--- src/rtl/add_rr_scheduler.sv ---
// rtl/add_rr_scheduler.sv - round-robin front end sharing one signed adder among NREQ requesters
// One transaction at a time: grant in IDLE, drive the adder in ISSUE, hold the tagged sum in RESP.
module add_rr_scheduler #(
  parameter int N    = 4,
  parameter int NREQ = 4,
  parameter int IDW  = 2
) (
  input  logic                clk,
  input  logic                rst,
  input  logic [NREQ-1:0]     req_valid,
  output logic [NREQ-1:0]     req_ready,
  input  logic [NREQ*N-1:0]   req_a,
  input  logic [NREQ*N-1:0]   req_b,
  output logic                adder_en,
  output logic [N-1:0]        adder_a,
  output logic [N-1:0]        adder_b,
  input  logic [N:0]          adder_result,
  input  logic                adder_valid,
  output logic                rsp_valid,
  input  logic                rsp_ready,
  output logic [N:0]          rsp_data,
  output logic [IDW-1:0]      rsp_id
);

  typedef enum logic [1:0] {
    S_IDLE  = 2'd0,
    S_ISSUE = 2'd1,
    S_RESP  = 2'd2
  } state_t;

  localparam logic [IDW-1:0] PTR_RST = IDW'(NREQ - 1);

  state_t          r_state;
  state_t          w_state_nxt;
  logic [IDW-1:0]  r_last;       // last granted requester: both the rr pointer and the response tag
  logic [N-1:0]    r_op_a;
  logic [N-1:0]    r_op_b;
  logic            r_rsp_valid;
  logic [N:0]      r_rsp_data;
  logic [IDW-1:0]  r_rsp_id;

  logic            w_gnt_found;
  logic [IDW-1:0]  w_gnt;
  logic            w_accept;
  logic            w_capture;
  logic            w_release;

  always_comb begin
    w_gnt_found = 1'b0;
    w_gnt       = '0;
    for (int k = 1; k <= NREQ; k++) begin
      logic [IDW-1:0] idx;
      idx = IDW'((int'(r_last) + k) % NREQ);
      if (!w_gnt_found && req_valid[idx]) begin
        w_gnt_found = 1'b1;
        w_gnt       = idx;
      end
    end
  end

  always_ff @(posedge clk or posedge rst) begin
    if (rst) begin
      r_state <= S_IDLE;
    end else begin
      r_state <= w_state_nxt;
    end
  end

  always_comb begin
    w_state_nxt = r_state;
    req_ready   = '0;
    w_accept    = 1'b0;
    w_capture   = 1'b0;
    w_release   = 1'b0;
    case (r_state)
      S_IDLE: begin
        // Gated by rst so no requester sees an accept while the block is held in reset.
        if (w_gnt_found && !rst) begin
          req_ready[w_gnt] = 1'b1;
          w_accept         = 1'b1;
          w_state_nxt      = S_ISSUE;
        end
      end
      S_ISSUE: begin
        if (adder_valid) begin
          w_capture   = 1'b1;
          w_state_nxt = S_RESP;
        end
      end
      S_RESP: begin
        if (rsp_ready) begin
          w_release   = 1'b1;
          w_state_nxt = S_IDLE;
        end
      end
      default: w_state_nxt = S_IDLE;
    endcase
  end

  always_ff @(posedge clk or posedge rst) begin
    if (rst) begin
      r_last      <= PTR_RST;
      r_op_a      <= '0;
      r_op_b      <= '0;
      r_rsp_valid <= 1'b0;
      r_rsp_data  <= '0;
      r_rsp_id    <= '0;
    end else begin
      if (w_accept) begin
        r_op_a <= req_a[int'(w_gnt)*N +: N];
        r_op_b <= req_b[int'(w_gnt)*N +: N];
        r_last <= w_gnt;
      end
      if (w_capture) begin
        r_rsp_data  <= adder_result;
        r_rsp_id    <= r_last;
        r_rsp_valid <= 1'b1;
      end else if (w_release) begin
        r_rsp_valid <= 1'b0;
      end
    end
  end

  // Operand registers only load on a grant, so the adder inputs hold outside ISSUE.
  assign adder_en  = (r_state == S_ISSUE);
  assign adder_a   = r_op_a;
  assign adder_b   = r_op_b;
  assign rsp_valid = r_rsp_valid;
  assign rsp_data  = r_rsp_data;
  assign rsp_id    = r_rsp_id;

endmodule

--- config.mk ---
export PLATFORM = sky130hd
export DESIGN_NAME = add_rr_scheduler
export DESIGN_NICKNAME = d
export VERILOG_FILES = /design/src/rtl/add_rr_scheduler.sv
export SDC_FILE = /design/constraint.sdc
export NUM_CORES = 1
export LEC_CHECK = 0
export ABC_AREA = 1
export CAP_MARGIN = 0
export CORE_ASPECT_RATIO = 0.9
export CORE_MARGIN = 4
export CORE_UTILIZATION = 41
export DETAILED_ROUTE_END_ITERATION = 12
export PLACE_DENSITY = 0.77
export SYNTH_ARGS = -nofsm -noshare
export SYNTH_HDL_FRONTEND = slang
export SYNTH_SLANG_ARGS = --single-unit
--- constraint.sdc ---
create_clock -name clk -period 2.56 [get_ports clk]
set_clock_uncertainty 0.1 [all_clocks]
set_input_delay 0.512 -clock clk [delete_from_list [all_inputs] [get_ports clk]]
set_output_delay 0.512 -clock clk [all_outputs]
set_load 0.02 [all_outputs]
==> results.md <==
Outcome:
- The run finished, with violations left.
- The final reports fail on negative setup slack.

Power and ir drop:
- The final total power is 3.47 mW.
- The total power per unit cell area is about 1500 nW/um^2.
- The cell leakage power is 1.17 nW.
- The largest vdd supply drop is between 0.6 and 0.7 mV.

Drt:
- In the routed layout, each cell is associated on average with a via count of 4.71.
- The routed length per instance is 11.7 um.
- The detailed-routing iteration count for the pre-antenna-repair pass is 4.
- For this block, the initial DRC count from the detailed router was 50.
- After detailed routing, the number of remaining DRC violations is 0.
- Summing over every cut layer, the via total after detailed routing is 1578.
- The remaining antenna violation count after routing is 0.
- Summed over all layers, the routed wires come to 3920 um.

STA:
- The total setup violations reported at the end of the flow is 5.
- The final worst-path setup slack is -0.0602 ns.
- The count of endpoints failing hold in the final timing report was 0.
- Based on the critical path, the design can be clocked at up to roughly 0.38 GHz.
- Setup repair after global routing could not meet its margin everywhere.
- The max-slew headroom at the worst pin is 75.5%.
- The final-report max-slew violation count is 0.
- The shortest period the worst path allows is 2.62 ns.
- In the finished design, the share of the clock period the worst path needs comes to 102%.
- The worst-margin pin slew is between 0.3 and 0.4 ns.

Clock network:
- TritonCTS built the clock tree.
- Counting along the longest clock path gives a buffer depth of 2.
- For the worst-skew pair, the clock arrives at the later sink with an insertion delay of approximately 0.25 ns.
- The master cell of the clock root buffer is sky130_fd_sc_hd__clkbuf_8.
- In this run the number of H-tree levels came out at 1.
- The number of CTS-inserted buffers is 3.
- Clock-pin slew was measured on the worst setup and hold paths at 0.07 ns.
- The clock net in this run drives a total of 20 sinks.

Floorplanning:
- The floorplan step defined a die boundary enclosing ~4500 um^2.
- The row count is 20.
- The chip width is ~70 um.
- The effective utilization at floorplan is a little over two fifths.
- The vertical extent of the die is between 60 and 70 um.
- After floorplanning, the core was sized to cover 3380 um^2.
- The count of pins on the block boundary is 66.

Setup path:
- STA classifies the critical path endpoint as a primary output.
- By startpoint and endpoint, the worst setup path is classified as register to primary output.
- The worst endpoint data arrival time is 2.01 ns.
- Among the stages of the critical path, the cell type that occurs most often is sky130_fd_sc_hd__nand2_2.
- The worst-path cell with the longest stage delay is sky130_fd_sc_hd__dfstp_2.
- For this run, the slowest stage of the critical path takes between 0.6 and 0.7 ns.
- The maximum fanout encountered on the critical timing path is 8.
- The kind of launch point of the worst setup path is a register.
- STA puts the critical path data required time at 1.95 ns.
- Walking the worst path, the cells encountered are inv_6, nand2_2, nand2_2, nand2_2, nand2_4, nor2_4, nand2_1, nor2_2, a21oi_4, nor3_2, buf_4.

Synthesis:
- The parity-gate share of the synthesized area counting xor and xnor cells is 0%.
- The sequential-to-total area share from yosys stat is a little over a third.
- A synthesized cell averages approximately 7.0 um^2.
- Synthesis produced 206 cells.
- After synthesis, the netlist uses 27 different library cells.
- The share of synthesized area spent on multiplexers is 3.92%.
- The post-synth design cell area is 1440 um^2.
- The synthesized-area fraction occupied by ao, oa, aoi and oai cells is 3.92%.
- After synthesis the netlist holds a flip-flop and latch count of 20.
- The synthesized netlist devotes between 40% and 50% of its cell area to simple gates.
- The number of warnings printed during yosys synthesis is 0.
- The combinational family with the most area after synthesis is simple AND/OR/NAND/NOR gates.
- Summing the areas of all fa, ha and maj instances in the mapped netlist gives 0% of the synthesized area.
- When the netlist entered floorplanning its net count stood at 251.

Final layout:
- The share of layout cells above drive strength 1 is 28.5%.
- From synthesis to final layout, the design area changed by 63.4%.
- The number of antenna diodes in the final layout is 0.
- Fill cells in the final layout number 303.
- After routing the design area is 2340 um^2.
- The final layout net count is around 340.

Placed design:
- At the end of routability-driven placement, the weighted congestion stood at between 0.8 and 0.9.
- The post-detailed-placement cell area is 2180 um^2.
- The wire-length estimate of the detail-placed layout is 2980 um.
- During placement, the flow inserted port buffers numbering 65.

Global route:
- The via count of the first global-routing pass was 1475.
- Global routing finished with a remaining overflow of 0.
- The maximum number of pins on one net before global-route repair is 21.
- The global-route wire length before repair is 6560 um.
- The initial antenna violation count is 0.
- Across every metal layer, demand over resource in global routing totals approximately 18%.

Hold path:
- The type of the most critical hold path is register to register.

Run:
- The max-cap check violation count is 0.
## per-stage QoR
| stage | hold slack (ns) | cells | setup TNS (ns) | utilization [%] | setup slack, ns |
|---|---|---|---|---|---|
| 2_1_floorplan | 0.374 | 206 | 0 | - | 0.0138 |
| 3_3_place_gp | 0.365 | 321 | -2.29 | 64.6 | -0.590 |
| 3_5_place_dp | 0.370 | 321 | -2.34 | 64.6 | -0.598 |
| 4_1_cts | 0.388 | 334 | -0.185 | 68.9 | -0.0527 |
| 5_1_grt | 0.392 | 335 | -0.914 | 69.4 | -0.198 |
| 6_report | 0.385 | 335 | -0.235 | 69.4 | -0.0602 |
## timing repair
action / in CTS / in global routing
pin swaps: 11 / 2
hold buffers: 0 / 0
gates cloned: 0 / 0
gates resized for setup: 37 / 3
endpoints found under the setup margin: 4 / 5
endpoints found under the hold margin: 0 / 0
setup buffers: 9 / 1
## metal layers
metal / global-route usage (%) / vias to the layer above / share of wire, %
li1: - / 815 / -
met2: 30.1 / 57 / 48
met3: 6.29 / 6 / 7.4
met4: 3.35 / 0 / 0.94
met1: 21.8 / 700 / 43
met5: 0 / - / 0
## cell usage in the layout (no fill, tap or decap), types with 2 or more instances in the layout
master	instances
sky130_fd_sc_hd__nand2_1	93
sky130_fd_sc_hd__clkdlybuf4s50_1	57
sky130_fd_sc_hd__buf_4	29
sky130_fd_sc_hd__nand2_2	23
sky130_fd_sc_hd__nand3_1	21
sky130_fd_sc_hd__dfrtp_1	18
sky130_fd_sc_hd__inv_2	6
sky130_fd_sc_hd__mux2_2	5
sky130_fd_sc_hd__o21ai_0	5
sky130_fd_sc_hd__nor2_1	4
sky130_fd_sc_hd__clkbuf_8	4
sky130_fd_sc_hd__dlygate4sd2_1	4
sky130_fd_sc_hd__inv_1	3
sky130_fd_sc_hd__nand2_4	3
sky130_fd_sc_hd__nor3_2	3
sky130_fd_sc_hd__nand3_4	2
sky130_fd_sc_hd__dfstp_2	2
## cell usage after synthesis (all sizes together)
cell	number	share of area, %
inv	11	3.4
a21oi	1	0.61
o21ai	5	1.7
and2	1	0.44
nand2	119	35
dfrtp	18	31
dfstp	2	3.7
clkbuf	1	0.26
a21boi	1	0.52
o31ai	1	0.52
nor3	3	1.0
mux2	5	3.9
o21a	1	0.52
nor2	6	2.1
buf	8	5.3
nand3	23	9.2
## critical path, delay by kind of cell, from the launching register on
family	cells	cell delay (ns)
flip-flops	1	0.64
buffers and inverters	2	0.24
AND/OR/NAND/NOR	8	0.78
AO/OA/AOI/OAI	1	0.10
## worst paths after layout
kind | depth (start not counted) | endpoint | slack [ns] | start
max | 11 | req_ready[3] | -0.06 | r_last[0]
min in group asynchronous | 3 | rsp_data[1] | 0.58 | rst
min reg2reg | 2 | adder_b[1] | 0.38 | adder_b[1]
min | 2 | adder_b[1] | 0.38 | adder_b[1]
max in group asynchronous | 3 | r_last[1] | 1.52 | rst
max reg2reg | 16 | r_last[1] | -0.04 | r_last[0]
## cells by family (layout without fill, tap and decap cells)
kind of cell | after synthesis | count (layout)
compound gates | 9 | 9
buf+inv | 20 | 105
flops | 20 | 20
mux | 5 | 5
simple gates | 152 | 152
## registers in the layout, indices dropped and copies added (netlist names)
name and flops:
rsp_data 5, adder_a 4, adder_b 4, r_last 2, r_state 2, rsp_id 2
rsp_valid 1
## final cells by class
class | count | area (um^2) | area share [%]
clock buffers | 4 | 55.1 | 2.35
inverters | 11 | 48.8 | 2.08
multi-input cells | 166 | 860 | 36.7
flip-flops and latches | 20 | 503 | 21.5
well taps | 44 | 55.1 | 2.35
repair buffers | 90 | 823 | 35.1
## power breakdown
part | leakage (nW) | total, mW | switching [mW] | internal (mW)
Sequential | 0.243 | 0.586 | 0.104 | 0.482
Combinational | 0.894 | 2.65 | 1.51 | 1.14
Clock | 0.0288 | 0.228 | 0.0912 | 0.136
(Power assumes the default switching activity.)
